<file path="config.mk">
export PLATFORM = sky130hd
export DESIGN_NAME = hazard_stall_unit_flat
export DESIGN_NICKNAME = d
export VERILOG_FILES = /design/src/rtl/hazard_stall_unit_if.sv /design/src/rtl/hazard_stall_unit.sv /design/src/flat_wrapper.sv
export SDC_FILE = /design/constraint.sdc
export NUM_CORES = 1
export LEC_CHECK = 0
export ABC_AREA = 1
export ABC_CLOCK_PERIOD_IN_PS = 2200
export CAP_MARGIN = 40
export CORE_ASPECT_RATIO = 1.75
export CORE_UTILIZATION = 44
export CTS_BUF_LIST = sky130_fd_sc_hd__clkbuf_4
export CTS_CLUSTER_SIZE = 24
export DETAILED_ROUTE_END_ITERATION = 12
export GPL_ROUTABILITY_DRIVEN = 0
export PLACE_DENSITY = 0.8
export SETUP_SLACK_MARGIN = 0.2
export SLEW_MARGIN = 10
export SYNTH_ARGS = -nofsm -noshare
export SYNTH_HDL_FRONTEND = slang
export SYNTH_SLANG_ARGS = --single-unit
</file>
<file path="constraint.sdc">
create_clock -name clk -period 2.2 [get_ports clk]
set_input_delay 0.55 -clock clk [delete_from_list [all_inputs] [get_ports clk]]
set_output_delay 0.55 -clock clk [all_outputs]
set_load 0.05 [all_outputs]
</file>
<file path="src/rtl/hazard_stall_unit_if.sv">
// Signal bundle between the SPARC8 decode stage and the hazard/stall controller.
// master = pipeline side (drives stage fields), slave = hazard_stall_unit.
interface hazard_stall_unit_if;
  logic [4:0]  ID_rs1, ID_rs2, ID_rd;
  logic        ID_use_rs1, ID_use_rs2, ID_use_rd;
  logic        ID_Branch_CC;
  logic [4:0]  EX_rd, MEM_rd, WB_rd;
  logic        EX_RF_Enable, MEM_RF_Enable, WB_RF_Enable;
  logic        EX_Load_Instr;
  logic        EX_Instr_Alter_CC;
  logic        ID_flush;
  logic        ctrl_mux_select;
  logic        PC_LE, nPC_LE, IF_ID_LE;
  logic [1:0]  fwd_A, fwd_B, fwd_C;
  logic [15:0] stall_count;

  modport master (
    output ID_rs1, ID_rs2, ID_rd, ID_use_rs1, ID_use_rs2, ID_use_rd, ID_Branch_CC,
           EX_rd, MEM_rd, WB_rd, EX_RF_Enable, MEM_RF_Enable, WB_RF_Enable,
           EX_Load_Instr, EX_Instr_Alter_CC, ID_flush,
    input  ctrl_mux_select, PC_LE, nPC_LE, IF_ID_LE, fwd_A, fwd_B, fwd_C, stall_count
  );

  modport slave (
    input  ID_rs1, ID_rs2, ID_rd, ID_use_rs1, ID_use_rs2, ID_use_rd, ID_Branch_CC,
           EX_rd, MEM_rd, WB_rd, EX_RF_Enable, MEM_RF_Enable, WB_RF_Enable,
           EX_Load_Instr, EX_Instr_Alter_CC, ID_flush,
    output ctrl_mux_select, PC_LE, nPC_LE, IF_ID_LE, fwd_A, fwd_B, fwd_C, stall_count
  );
endinterface

</file>
<file path="src/rtl/hazard_stall_unit.sv">
// SPARC8 ID-stage hazard controller: bubble select, PC/nPC/IF_ID load enables and
// forwarding selects. Define HAZARD_FORWARD_EN to enable operand forwarding.
module hazard_stall_unit #(
  parameter int unsigned STARTUP_CYCLES = 2
) (
  input logic           clk,
  input logic           reset,
  hazard_stall_unit_if.slave hz
);

  localparam int NUM_OPS = 3;

  typedef enum logic [1:0] {S_INIT, S_RUN, S_STALL} state_e;

  state_e      state_q, state_d;
  logic [3:0]  cnt_q, cnt_d;
  logic [15:0] stall_cnt_q, stall_cnt_d;

  logic [NUM_OPS-1:0][4:0] src;
  logic [NUM_OPS-1:0]      use_v;
  logic [NUM_OPS-1:0]      ex_hit, mem_hit;
  logic [NUM_OPS-1:0][1:0] fwd_raw;
  logic                    cc_haz;
  logic [1:0]              need;
  logic                    stall;

  assign src   = {hz.ID_rd, hz.ID_rs2, hz.ID_rs1};
  assign use_v = {hz.ID_use_rd, hz.ID_use_rs2, hz.ID_use_rs1};

  // Per-operand comparators; %r0 and unused operands never match.
  for (genvar g = 0; g < NUM_OPS; g++) begin : g_op
    logic live, ex_m, mem_m, wb_m;
    assign live  = use_v[g] && (src[g] != 5'd0);
    assign ex_m  = live && hz.EX_RF_Enable  && (hz.EX_rd  == src[g]);
    assign mem_m = live && hz.MEM_RF_Enable && (hz.MEM_rd == src[g]);
    assign wb_m  = live && hz.WB_RF_Enable  && (hz.WB_rd  == src[g]);
    assign ex_hit[g]  = ex_m;
    assign mem_hit[g] = mem_m;
    // Load data is not available in EX, so a load never forwards from there.
    assign fwd_raw[g] = (ex_m && !hz.EX_Load_Instr) ? 2'b01 :
                        mem_m                       ? 2'b10 :
                        wb_m                        ? 2'b11 : 2'b00;
  end

  assign cc_haz = hz.ID_Branch_CC && hz.EX_Instr_Alter_CC;

`ifdef HAZARD_FORWARD_EN
  logic unused_mem_hit;
  assign unused_mem_hit = ^mem_hit;
  assign need = (((|ex_hit) && hz.EX_Load_Instr) || cc_haz) ? 2'd1 : 2'd0;
`else
  logic unused_fwd;
  assign unused_fwd = ^fwd_raw;
  assign need = (|ex_hit)             ? 2'd2 :
                ((|mem_hit) || cc_haz) ? 2'd1 : 2'd0;
`endif

  always_ff @(posedge clk or posedge reset) begin
    if (reset) begin
      state_q     <= S_INIT;
      cnt_q       <= 4'(STARTUP_CYCLES);
      stall_cnt_q <= 16'd0;
    end else begin
      state_q     <= state_d;
      cnt_q       <= cnt_d;
      stall_cnt_q <= stall_cnt_d;
    end
  end

  always_comb begin
    state_d = state_q;
    cnt_d   = cnt_q;
    stall   = 1'b0;
    unique case (state_q)
      S_INIT: begin
        stall = 1'b1;
        if (cnt_q <= 4'd1) state_d = S_RUN;
        else               cnt_d   = cnt_q - 4'd1;
      end
      S_RUN: begin
        if (!hz.ID_flush && need != 2'd0) begin
          stall = 1'b1;
          if (need == 2'd2) begin
            state_d = S_STALL;
            cnt_d   = 4'd1;
          end
        end
      end
      S_STALL: begin
        // A flush squashes the held instruction, so the remaining bubbles are moot.
        if (hz.ID_flush) begin
          state_d = S_RUN;
        end else begin
          stall = 1'b1;
          if (cnt_q <= 4'd1) state_d = S_RUN;
          else               cnt_d   = cnt_q - 4'd1;
        end
      end
      default: begin
        stall   = 1'b1;
        state_d = S_INIT;
        cnt_d   = 4'(STARTUP_CYCLES);
      end
    endcase
  end

  assign stall_cnt_d = (stall && stall_cnt_q != 16'hFFFF) ? stall_cnt_q + 16'd1 : stall_cnt_q;

  assign hz.ctrl_mux_select = ~stall;
  assign hz.PC_LE           = ~stall;
  assign hz.nPC_LE          = ~stall;
  assign hz.IF_ID_LE        = ~stall;
  assign hz.stall_count     = stall_cnt_q;

`ifdef HAZARD_FORWARD_EN
  assign hz.fwd_A = (state_q == S_INIT) ? 2'b00 : fwd_raw[0];
  assign hz.fwd_B = (state_q == S_INIT) ? 2'b00 : fwd_raw[1];
  assign hz.fwd_C = (state_q == S_INIT) ? 2'b00 : fwd_raw[2];
`else
  assign hz.fwd_A = 2'b00;
  assign hz.fwd_B = 2'b00;
  assign hz.fwd_C = 2'b00;
`endif

endmodule

</file>
<file path="src/flat_wrapper.sv">
// flat-port wrapper written by rule: the top's interface ports become plain ports
module hazard_stall_unit_flat 
#(
  parameter int unsigned STARTUP_CYCLES = 2
)
  (clk, reset, hz_ID_rs1, hz_ID_rs2, hz_ID_rd, hz_ID_use_rs1, hz_ID_use_rs2, hz_ID_use_rd, hz_ID_Branch_CC, hz_EX_rd, hz_MEM_rd, hz_WB_rd, hz_EX_RF_Enable, hz_MEM_RF_Enable, hz_WB_RF_Enable, hz_EX_Load_Instr, hz_EX_Instr_Alter_CC, hz_ID_flush, hz_ctrl_mux_select, hz_PC_LE, hz_nPC_LE, hz_IF_ID_LE, hz_fwd_A, hz_fwd_B, hz_fwd_C, hz_stall_count);
  hazard_stall_unit_if hz_i ();
  input logic clk;
  input logic reset;
  input wire logic [$bits(hz_i.ID_rs1)-1:0] hz_ID_rs1;
  input wire logic [$bits(hz_i.ID_rs2)-1:0] hz_ID_rs2;
  input wire logic [$bits(hz_i.ID_rd)-1:0] hz_ID_rd;
  input wire logic [$bits(hz_i.ID_use_rs1)-1:0] hz_ID_use_rs1;
  input wire logic [$bits(hz_i.ID_use_rs2)-1:0] hz_ID_use_rs2;
  input wire logic [$bits(hz_i.ID_use_rd)-1:0] hz_ID_use_rd;
  input wire logic [$bits(hz_i.ID_Branch_CC)-1:0] hz_ID_Branch_CC;
  input wire logic [$bits(hz_i.EX_rd)-1:0] hz_EX_rd;
  input wire logic [$bits(hz_i.MEM_rd)-1:0] hz_MEM_rd;
  input wire logic [$bits(hz_i.WB_rd)-1:0] hz_WB_rd;
  input wire logic [$bits(hz_i.EX_RF_Enable)-1:0] hz_EX_RF_Enable;
  input wire logic [$bits(hz_i.MEM_RF_Enable)-1:0] hz_MEM_RF_Enable;
  input wire logic [$bits(hz_i.WB_RF_Enable)-1:0] hz_WB_RF_Enable;
  input wire logic [$bits(hz_i.EX_Load_Instr)-1:0] hz_EX_Load_Instr;
  input wire logic [$bits(hz_i.EX_Instr_Alter_CC)-1:0] hz_EX_Instr_Alter_CC;
  input wire logic [$bits(hz_i.ID_flush)-1:0] hz_ID_flush;
  output wire logic [$bits(hz_i.ctrl_mux_select)-1:0] hz_ctrl_mux_select;
  output wire logic [$bits(hz_i.PC_LE)-1:0] hz_PC_LE;
  output wire logic [$bits(hz_i.nPC_LE)-1:0] hz_nPC_LE;
  output wire logic [$bits(hz_i.IF_ID_LE)-1:0] hz_IF_ID_LE;
  output wire logic [$bits(hz_i.fwd_A)-1:0] hz_fwd_A;
  output wire logic [$bits(hz_i.fwd_B)-1:0] hz_fwd_B;
  output wire logic [$bits(hz_i.fwd_C)-1:0] hz_fwd_C;
  output wire logic [$bits(hz_i.stall_count)-1:0] hz_stall_count;
  assign hz_i.ID_rs1 = hz_ID_rs1;
  assign hz_i.ID_rs2 = hz_ID_rs2;
  assign hz_i.ID_rd = hz_ID_rd;
  assign hz_i.ID_use_rs1 = hz_ID_use_rs1;
  assign hz_i.ID_use_rs2 = hz_ID_use_rs2;
  assign hz_i.ID_use_rd = hz_ID_use_rd;
  assign hz_i.ID_Branch_CC = hz_ID_Branch_CC;
  assign hz_i.EX_rd = hz_EX_rd;
  assign hz_i.MEM_rd = hz_MEM_rd;
  assign hz_i.WB_rd = hz_WB_rd;
  assign hz_i.EX_RF_Enable = hz_EX_RF_Enable;
  assign hz_i.MEM_RF_Enable = hz_MEM_RF_Enable;
  assign hz_i.WB_RF_Enable = hz_WB_RF_Enable;
  assign hz_i.EX_Load_Instr = hz_EX_Load_Instr;
  assign hz_i.EX_Instr_Alter_CC = hz_EX_Instr_Alter_CC;
  assign hz_i.ID_flush = hz_ID_flush;
  assign hz_ctrl_mux_select = hz_i.ctrl_mux_select;
  assign hz_PC_LE = hz_i.PC_LE;
  assign hz_nPC_LE = hz_i.nPC_LE;
  assign hz_IF_ID_LE = hz_i.IF_ID_LE;
  assign hz_fwd_A = hz_i.fwd_A;
  assign hz_fwd_B = hz_i.fwd_B;
  assign hz_fwd_C = hz_i.fwd_C;
  assign hz_stall_count = hz_i.stall_count;
  hazard_stall_unit #(.STARTUP_CYCLES(STARTUP_CYCLES)) u_core (.clk(clk), .reset(reset), .hz(hz_i));
endmodule
</file>
==> impl_table.tex <==
\begin{tabular}{lr}
\hline
Metric & Value \\
\hline
\multicolumn{2}{l}{\textbf{Worst setup path}} \\
Type of the setup path with the least slack & in -> out \\
Setup crit end kind & primary output \\
Number of cell instances on the worst register-to-register path & 10 \\
Endpoint of the worst-slack reg-to-reg timing path & u\_core.hz.stall\_count[3] \\
Start of the worst register-to-register path & u\_core.state\_q[0] \\
Launching element type of the critical path & input port \\
Largest fanout of any net on the critical path & 4 \\
Register-to-register setup slack & 360 ps \\
Worst Path Arrival & 1860 ps \\
CP Data Required Time & 1650 ps \\
\multicolumn{2}{l}{\textbf{Synthesis}} \\
Commonest cells post-synth & nand2\_1, inv\_1, nand3\_1 \\
Syn. warnings & 0 \\
Unique masters post-synth & 30 \\
Yosys top cell area share & 24.8\% \\
Number of synthesized register bits & 22 \\
Dominant synthesized flop cell & dfrtp\_1 \\
Sequential area share after synthesis & a little over a quarter \\
Number of instances in the synthesized netlist & approximately 350 \\
Leading post-synthesis cells by cell area & dfrtp\_1, nand2\_1, nand3\_1 \\
Summed instance area of the synthesized netlist & 2120 µm² \\
Async set-reset flop share out of synthesis & 100\% \\
Avg Inst Size Synth & 6.12 µm² \\
Dominant cell by count in the synthesized netlist & nand2\_1 \\
Dominant cell type by area after synthesis & dfrtp\_1 \\
Number of enable flip-flop cells after synthesis & 0 \\
\multicolumn{2}{l}{\textbf{Min path}} \\
Hold Crit Start & u\_core.cnt\_q[1] \\
Worst hold path stage count & 2 \\
Min-delay worst type & reg -> reg \\
Destination of the worst hold path & u\_core.cnt\_q[1] \\
\multicolumn{2}{l}{\textbf{Layout}} \\
Final-stage net count & 464 \\
Antenna diode count & 0 \\
Share of post-route cells with drive strength above 1 & 22.3\% \\
Multi-input gate area in the final layout & 1370 µm² \\
Layout overhead on the synthesized area & 33.4\% \\
Register Area & approximately 550 µm² \\
Filler cell count & 464 \\
Number of standard cells in the layout, taps in and fillers out & roughly 470 \\
\multicolumn{2}{l}{\textbf{Timing}} \\
Final-report max-slew violation count & 0 \\
Worst clock skew & between 4 and 5 ps \\
Peak Freq & 415 MHz \\
Worst slew margin relative to its limit & 65.8\% \\
Tcrit/Tclk final & 110\% \\
Fin. Hold Viols & 0 \\
Slew at the pin closest to its max-slew limit & 509 ps \\
Setup violators final & 4 \\
Final WS setup & -211 ps \\
Min Tclk post-route & 2410 ps \\
Setup repair after global routing missed its margin & yes \\
\multicolumn{2}{l}{\textbf{Placed design}} \\
Dpl cells & 457 \\
Post-detailed-placement half-perimeter wirelength & 4600 µm \\
Number of buffer cells added on primary ports & 54 \\
\multicolumn{2}{l}{\textbf{Pwr}} \\
Sum of internal, switching and leakage power & roughly 2.6 mW \\
Clock share of power & 8.1\% \\
Worst VDD drop & $\sim$1.5 mV \\
Proportion of power drawn by flip-flops and latches & 24.7\% \\
Power density over the cells & about 920 nW/µm² \\
Cell-internal power & 1.21 mW \\
Static leakage & 1.54 nW \\
Net switching fraction of the power & 53.6\% \\
Part of the total power dissipated in combinational logic & 67.2\% \\
Switching power & between 1 and 1.5 mW \\
\multicolumn{2}{l}{\textbf{Global route}} \\
Number of antenna violations at the first check in global routing & 0 \\
Vias in the first global route & $\sim$2.3k \\
Largest net degree at the start of global routing & 23 \\
Remaining global-route overflow & 0 \\
Global routing usage summed across all routing layers & 24.4\% \\
Wire length of the first global-routing pass & approximately 9300 µm \\
\multicolumn{2}{l}{\textbf{Clocking}} \\
Buffer type at the clock tree root & clkbuf\_4 \\
CTS hold repair buffers & 0 \\
CTS tree & yes \\
Deepest level of the CTS H-tree & 1 \\
Clk buf depth & 2 \\
Clock buffers created by TritonCTS & 3 \\
Clock insertion delay at the later pin of the skew report & between 300 and 400 ps \\
Clk sink count & 22 \\
Clock slew at the register clock pins of the worst setup and hold paths & 130 ps \\
\multicolumn{2}{l}{\textbf{Drt}} \\
Total detailed-routing wirelength & between 5000 and 6000 µm \\
Vias after detailed routing & 2357 \\
Vias per Instance & between 5 and 6 \\
Iteration-0 DRC Markers & 79 \\
Routed WL per cell & 12.3 µm \\
1st-pass router iterations & 4 \\
Antenna-violating nets left & 0 \\
Remaining design rule violation count & 0 \\
\multicolumn{2}{l}{\textbf{Status}} \\
Outcome & complete, but fails checks \\
Violations in the final reports & negative setup slack \\
\multicolumn{2}{l}{\textbf{Floorplan}} \\
Die area & 5110 µm² \\
Effective utilization at floorplan & 45.4\% \\
Floorplan Core Area & 4670 µm² \\
IO Pins & 68 \\
Horizontal die dimension & between 50 and 60 µm \\
Placement row count & 33 \\
DIE HEIGHT & 93.8 µm \\
\multicolumn{2}{l}{\textbf{Run}} \\
Total of max-cap violations & 0 \\
\hline
\end{tabular}
[sequential cells by signal (all words and copies together), names as in the netlist]
register,cells
u_core.cnt_q,4
u_core.state_q,2
u_core.hz.stall_count,16
[through the flow]
step	TNS, ps	area (µm²)	util (%)	worst slack, ps	hold slack [ps]
2_1_floorplan	-1150	2190	-	-345	476
3_3_place_gp	-10060	2760	59.1	-562	479
3_5_place_dp	-10950	2760	59.1	-587	496
4_1_cts	-890	2800	60.1	-223	515
5_1_grt	-1430	2830	60.6	-358	553
6_report	-840	2830	60.6	-211	511
[power groups by stage]
stage / clock network [mW] / registers, mW / logic (mW)
floorplan: 0 / 0.785 / 1.25
global placement: 0 / 0.648 / 1.62
detailed placement: 0 / 0.651 / 1.66
CTS: 0.218 / 0.641 / 1.74
global route: 0.229 / 0.657 / 1.92
finish: 0.212 / 0.643 / 1.75
[layout make-up]
class	instances	share of cell area [%]
clock buffer	4	1.06
inverter	48	7.22
multi-input combinational	268	48.6
sequential	22	19.6
tap	52	2.30
timing repair buffer	71	21.2
[kinds of logic (layout without fill, tap and decap cells)]
family	count (synthesis)	in the layout	synth area share, %
AO/OA/AOI/OAI	20	20	5.38
XOR/XNOR	18	18	7.44
adder cells (fa/ha/maj)	8	8	4.73
buffers and inverters	61	123	13.3
flip-flops	22	22	26.0
other	1	6	0.177
AND/OR/NAND/NOR	216	216	42.9
[cell usage in the layout (no fill, tap or decap), drive strengths merged]
| cell | synthesis | final |
|---|---|---|
| ha | 8 | 8 |
| a21oi | 2 | 2 |
| clkdlybuf4s50 | 0 | 4 |
| conb | 1 | 6 |
| nand3 | 36 | 36 |
| clkbuf | 0 | 7 |
| nand4 | 3 | 3 |
| xor2 | 11 | 11 |
| o21ai | 14 | 14 |
| nand3b | 1 | 1 |
| clkdlybuf4s15 | 0 | 2 |
| or2 | 3 | 3 |
| o21a | 2 | 2 |
| dlygate4sd2 | 0 | 21 |
| nor2 | 34 | 34 |
| buf | 13 | 41 |
| nor3b | 1 | 1 |
| o211ai | 1 | 1 |
| nor3 | 8 | 8 |
| dfstp | 1 | 1 |
| nand2 | 128 | 128 |
| a211oi | 1 | 1 |
| inv | 48 | 47 |
| clkinvlp | 0 | 1 |
| dfrtp | 21 | 21 |
| nor4 | 2 | 2 |
| xnor2 | 7 | 7 |
[worst max path at each step]
| stage | from | end | slack (ps) | depth (start not counted) |
|---|---|---|---|---|
| floorplan | hz_MEM_rd[1] | hz_PC_LE | -340 | 16 |
| global placement | hz_EX_rd[0] | hz_PC_LE | -560 | 13 |
| detailed placement | hz_MEM_rd[0] | hz_ctrl_mux_select | -590 | 15 |
| CTS | hz_EX_rd[1] | hz_ctrl_mux_select | -220 | 13 |
| global route | hz_ID_rs1[0] | hz_ctrl_mux_select | -360 | 13 |
| finish | hz_EX_rd[4] | hz_ctrl_mux_select | -210 | 12 |
[metal layers]
| layer | part of all wire [%] | vias up | track usage [%] |
|---|---|---|---|
| li1 | - | 1196 | - |
| met1 | 36 | 1061 | 22.1 |
| met2 | 56 | 80 | 48.0 |
| met3 | 2.7 | 20 | 1.46 |
| met4 | 4.9 | 0 | 14.1 |
| met5 | 0 | - | 0 |
[critical path, stage by stage]
cell	delay, ps
buf_4	130
buf_6	120
xor2_2	160
nor2_1	100
nand2_1	70
nor2_2	100
nor2_2	50
nand2_1	50
nand2_1	60
nand2_2	110
clkinvlp_4	170
buf_8	190
[repair_timing]
action / CTS / global route
setup endpoints to repair: 42 / 18
pin swaps: 29 / 20
gates cloned: 0 / 0
gates resized for setup: 137 / 25
setup buffers: 1 / 3
Power figures use the tool's default switching activity.
